<file path="config.mk">
export PLATFORM = sky130hd
export DESIGN_NAME = jt49_dcrm_sched
export DESIGN_NICKNAME = d
export VERILOG_FILES = /design/src/rtl/jt49_dcrm_sched.sv
export SDC_FILE = /design/constraint.sdc
export NUM_CORES = 1
export LEC_CHECK = 0
export CORE_ASPECT_RATIO = 0.5
export CORE_MARGIN = 3
export CORE_UTILIZATION = 30
export CTS_CLUSTER_SIZE = 30
export DETAILED_ROUTE_END_ITERATION = 8
export GPL_TIMING_DRIVEN = 0
export RECOVER_POWER = 50
export SETUP_SLACK_MARGIN = 0.02
export SYNTH_ARGS = -nofsm -noshare
export SYNTH_HDL_FRONTEND = slang
export SYNTH_SLANG_ARGS = --single-unit
</file>
<file path="constraint.sdc">
create_clock -name clk -period 4.85 [get_ports clk]
set_clock_uncertainty 0.2 [all_clocks]
set_input_delay 0.97 -clock clk [delete_from_list [all_inputs] [get_ports clk]]
set_output_delay 0.97 -clock clk [all_outputs]
set_load 0.005 [all_outputs]
</file>
<file path="src/rtl/jt49_dcrm_sched.sv">
// jt49_dcrm_sched: time-multiplexed DC removal for the three PSG channels
//   clk, rst        clock, synchronous active-high reset
//   cen             sample strobe; latches din_a/b/c and chen when idle
//   din_a/b/c       unsigned channel levels
//   chen            per-channel enable (bit0=A, bit1=B, bit2=C)
//   clr_ovr         clears the sticky overrun flag
//   dout_a/b/c      signed DC-removed samples
//   dout_valid      pulse when all three outputs hold the new sample
//   busy            high while slot A, B or C is being processed
//   overrun         sticky; set when a cen arrives while busy
module jt49_dcrm_sched #(
    parameter int W = 8
) (
    input  logic       clk,
    input  logic       rst,
    input  logic       cen,
    input  logic [7:0] din_a,
    input  logic [7:0] din_b,
    input  logic [7:0] din_c,
    input  logic [2:0] chen,
    input  logic       clr_ovr,
    output logic [7:0] dout_a,
    output logic [7:0] dout_b,
    output logic [7:0] dout_c,
    output logic       dout_valid,
    output logic       busy,
    output logic       overrun
);
    typedef enum logic [1:0] {IDLE, SA, SB, SC} state_t;
    state_t st, st_nx;
    logic [7:0] s_a, s_b, s_c, s, dc, sat;
    logic [2:0] en;
    logic sen;
    logic [W+7:0] acc_a, acc_b, acc_c, acc, acc_nx;
    logic signed [8:0] diff;
    always_comb begin
        st_nx = IDLE;
        case (st)
            IDLE: st_nx = cen ? SA : IDLE;
            SA:   st_nx = SB;
            SB:   st_nx = SC;
            default: st_nx = IDLE;
        endcase
    end
    // shared datapath: pick the channel owned by the current slot
    assign acc  = st == SB ? acc_b : st == SC ? acc_c : acc_a;
    assign s    = st == SB ? s_b : st == SC ? s_c : s_a;
    assign sen  = st == SB ? en[1] : st == SC ? en[2] : en[0];
    assign dc   = acc[W+7:W];
    assign diff = $signed({1'b0, s}) - $signed({1'b0, dc});
    assign sat  = diff > 9'sd127 ? 8'h7f : diff < -9'sd128 ? 8'h80 : diff[7:0];
    // leaky integrator; bounded by 255*2^W so it never wraps
    assign acc_nx = acc - (acc >> W) + {{W{1'b0}}, s};
    assign busy = st != IDLE;
    always_ff @(posedge clk) begin
        if (rst) begin
            st         <= IDLE;
            {s_a, s_b, s_c, en} <= '0;
            {acc_a, acc_b, acc_c} <= '0;
            {dout_a, dout_b, dout_c} <= '0;
            dout_valid <= 1'b0;
            overrun    <= 1'b0;
        end else begin
            st         <= st_nx;
            dout_valid <= st == SC;
            overrun    <= (cen && st != IDLE) || (overrun && !clr_ovr);
            if (cen && st == IDLE) {s_a, s_b, s_c, en} <= {din_a, din_b, din_c, chen};
            if (st == SA) begin
                dout_a <= sen ? sat : 8'h00;
                if (sen) acc_a <= acc_nx;
            end
            if (st == SB) begin
                dout_b <= sen ? sat : 8'h00;
                if (sen) acc_b <= acc_nx;
            end
            if (st == SC) begin
                dout_c <= sen ? sat : 8'h00;
                if (sen) acc_c <= acc_nx;
            end
        end
    end
endmodule

</file>
==> impl_metrics.json <==
{
  "die-area_um2": 20000,
  "max_stage_delay_ns": 0.51,
  "numCtsBuffers": 9,
  "synth_area_um2": 5480,
  "pin_count": 58,
  "crit_path_end_kind": "flop",
  "tightest_slew_ns": 1.01,
  "h-tree-depth": 3,
  "cts_tree": "built",
  "power_switching_mw": 1.27,
  "critical-path-top-delay-family": "compound AO/OA/AOI/OAI gates",
  "maxCapViolations": 0,
  "hpwl_um": 12000,
  "start_util_pct": 31.0,
  "ys_types": 51,
  "hold_violations": 0,
  "final_nets": 813,
  "vias_per_cell": 4.91,
  "period_share_pct": 97.1,
  "grt_max_degree": 20,
  "path_cells": "inv_1, ha_1, buf_6, buf_6, buf_6, buf_4, buf_8, clkbuf_4, a21oi_1, fa_1, fa_1, nor2b_1, o21a_1, o21ai_1, a21oi_2, o21a_1, a21oi_1, o21a_1, nor4_1, a211o_1",
  "synth_top_flop_cell": "dfxtp_1",
  "crit_required_ns": 4.96,
  "synth_warnings": 0,
  "start_kind": "flop",
  "fmax_mhz": 212,
  "grt_util_all_layers_pct": 16.1,
  "rsz0062_at_grt": "no",
  "grt_antenna_before_repair": 0,
  "synth-edff-count": 0,
  "p_int_mw": 1.87,
  "setup_viol": 0,
  "syn_inst": 683,
  "p_per_area_nw_per_um2": 465,
  "syn_avg_cell_area_um2": 8.02,
  "stdcell_count": 991,
  "finish.utilization_pct": 38.3,
  "overflow": 0,
  "swShare_pct": 40.4,
  "p_comb_share_pct": 46.4,
  "outcome": "finished clean",
  "gp_congestion": 0.900,
  "ys_ff_latch": 103,
  "slew-limit-headroom_pct": 32.0,
  "syn_nets": 744,
  "post-place-cells": 974,
  "clockPowerShare_pct": 24.1,
  "drv_slew": 0,
  "grt_pass1_vias": 4761,
  "crit_slowest_cell": "fa_1",
  "dieWidth_um": 197,
  "grt_pass1_wl_um": 25600,
  "holdBufCountCts": 0,
  "insertion_delay_ns": 0.35,
  "cts_buffer_depth": 2,
  "io_buffers": 57,
  "drt_iter0_drc": 312,
  "cts_sinks": 103,
  "cp.arrival_ns": 4.81,
  "rows": 34,
  "first_pass_iters": 5,
  "layout_common_cells": "160 x nand2_1, 103 x dfxtp_1, 81 x a21oi_1",
  "power_frac_seq_pct": 29.5,
  "seq_area_frac_synth_pct": 37.6,
  "async_flop_share_pct": 0,
  "wl_um": 15800,
  "die_h_um": 102,
  "num_vias": 4870,
  "ir_worst_vdd_mv": 0.221,
  "pre_cts_ws_ns": -1.03,
  "path_clk_slew_ns": 0.08,
  "crit_buf_inv": 7,
  "root_buffer": "clkbuf_16",
  "drive_above_1_share_pct": 7.41,
  "postRouteAntennaNets": 0,
  "p_leak_nw": 2.52,
  "drc": 0,
  "path_max_fanout": 10,
  "core-area_um2": 17700,
  "post-route-min-period_ns": 4.71,
  "crit_type": "reg -> reg",
  "setup_ws_ns": 0.141,
  "final_common_cell": "nand2_1",
  "worst_hold_path_type": "reg -> reg",
  "syn2layout_area_growth_pct": 23.3,
  "wl_per_cell_um": 15.9
}
[per-stage QoR]
| stage | area, um^2 | total power [mW] | hold slack [ns] | TNS, ns |
|---|---|---|---|---|
| finish | 6760 | 3.14 | 0.256 | 0 |
| global route | 6750 | 3.34 | 0.270 | 0 |
| CTS | 6710 | 3.10 | 0.256 | 0 |
| detailed placement | 6340 | 2.27 | 0.246 | -32.19 |
| global placement | 6340 | 2.25 | 0.240 | -29.41 |
| floorplan | 5480 | 1.91 | 0.232 | 0 |
[flip-flops by register name (all words and copies together) (netlist names)]
register	count
acc_a	16
acc_b	16
acc_c	16
dout_a	8
dout_b	8
dout_c	8
s_a	8
s_b	8
s_c	8
en	3
st	2
dout_valid	1
overrun	1
[repair_timing]
item / CTS / global route
gates cloned: 0 / 0
setup endpoints to repair: 60 / 42
resized for setup: 27 / 17
buffers inserted: 2 / 0
pin swaps: 3 / 2
[cells by family after synthesis]
group           after synthesis  share of synthesized area, %
flops                       103                          37.6
simple gates                253                          19.9
buf+inv                      78                          5.73
mux                          35                          7.03
fa+ha+maj                    30                          7.67
compound gates              162                          18.4
xor+xnor                     22                          3.65
[layer usage]
layer | vias to the layer above | routed length (um) | track usage, % | share of wire [%]
li1 | 2439 | - | - | -
met1 | 2298 | 7820 | 22.5 | 50
met2 | 124 | 6850 | 26.0 | 43
met3 | 9 | 980 | 3.32 | 6.2
met4 | 0 | 119 | 3.39 | 0.75
met5 | - | 0 | 0 | 0
[final timing paths]
path / start / to / slack [ns] / cells past startpoint
hold reg to reg: s_b[5] / s_b[5] / 0.26 / 2
hold / removal: s_b[5] / s_b[5] / 0.26 / 2
setup reg to reg: st[0] / acc_a[14] / 0.14 / 20
setup / recovery: st[0] / acc_a[14] / 0.14 / 20
[worst register-to-register path: cells and delay by family, from the launching register on]
kind	cells	cell delay, ns
AOI/OAI and AO/OA	8	1.38
and+or+nand+nor	2	0.43
buffers and inverters	7	1.07
DFF	1	0.38
adders and majority gates	3	1.20
[power groups by stage]
stage               Combinational, mW  Sequential [mW]  Clock, mW
floorplan                       0.969            0.940          0
CTS                              1.40            0.928      0.772
detailed placement               1.33            0.947          0
global route                     1.60            0.935      0.803
global placement                 1.30            0.945          0
finish                           1.46            0.927      0.758
[layout make-up]
cell class / count / area (um^2)
Antenna cell: 1 / 2.50
Inverter: 40 / 150
Clock inverter: 6 / 76.3
Sequential cell: 103 / 2060
Multi-Input combinational cell: 502 / 3160
Clock buffer: 9 / 225
Timing Repair Buffer: 59 / 586
Fill cell: 1785 / 10900
Buffer: 37 / 196
Tap cell: 234 / 293
[Yosys cell counts (2+ instances only)]
cell type / n / share of area (%)
o21bai_1: 3 / 0.41
o32ai_1: 22 / 3.5
nor2_1: 43 / 2.9
a22oi_1: 2 / 0.27
xnor2_1: 16 / 2.6
or2_2: 4 / 0.46
mux2i_4: 2 / 0.82
xor2_1: 5 / 0.80
and3b_1: 2 / 0.32
dfxtp_1: 103 / 38
o21ai_2: 2 / 0.32
inv_1: 40 / 2.7
nand2b_1: 18 / 2.1
mux2i_1: 28 / 5.1
nor3b_1: 4 / 0.55
o21a_1: 10 / 1.4
ha_1: 24 / 5.5
clkbuf_1: 28 / 1.9
nand3b_1: 2 / 0.27
fa_1: 6 / 2.2
mux2_2: 3 / 0.62
and2_1: 4 / 0.46
buf_2: 2 / 0.18
a21oi_1: 85 / 7.8
o21ai_0: 20 / 1.8
a211o_1: 3 / 0.48
nor2b_1: 2 / 0.23
nor3_1: 5 / 0.46
buf_1: 5 / 0.34
o21ai_1: 3 / 0.27
nand2_1: 160 / 11
buf_6: 2 / 0.41
nor4_1: 3 / 0.34
a211oi_1: 4 / 0.55
a21o_1: 2 / 0.27
No activity file was read; power rests on OpenSTA's default activity.
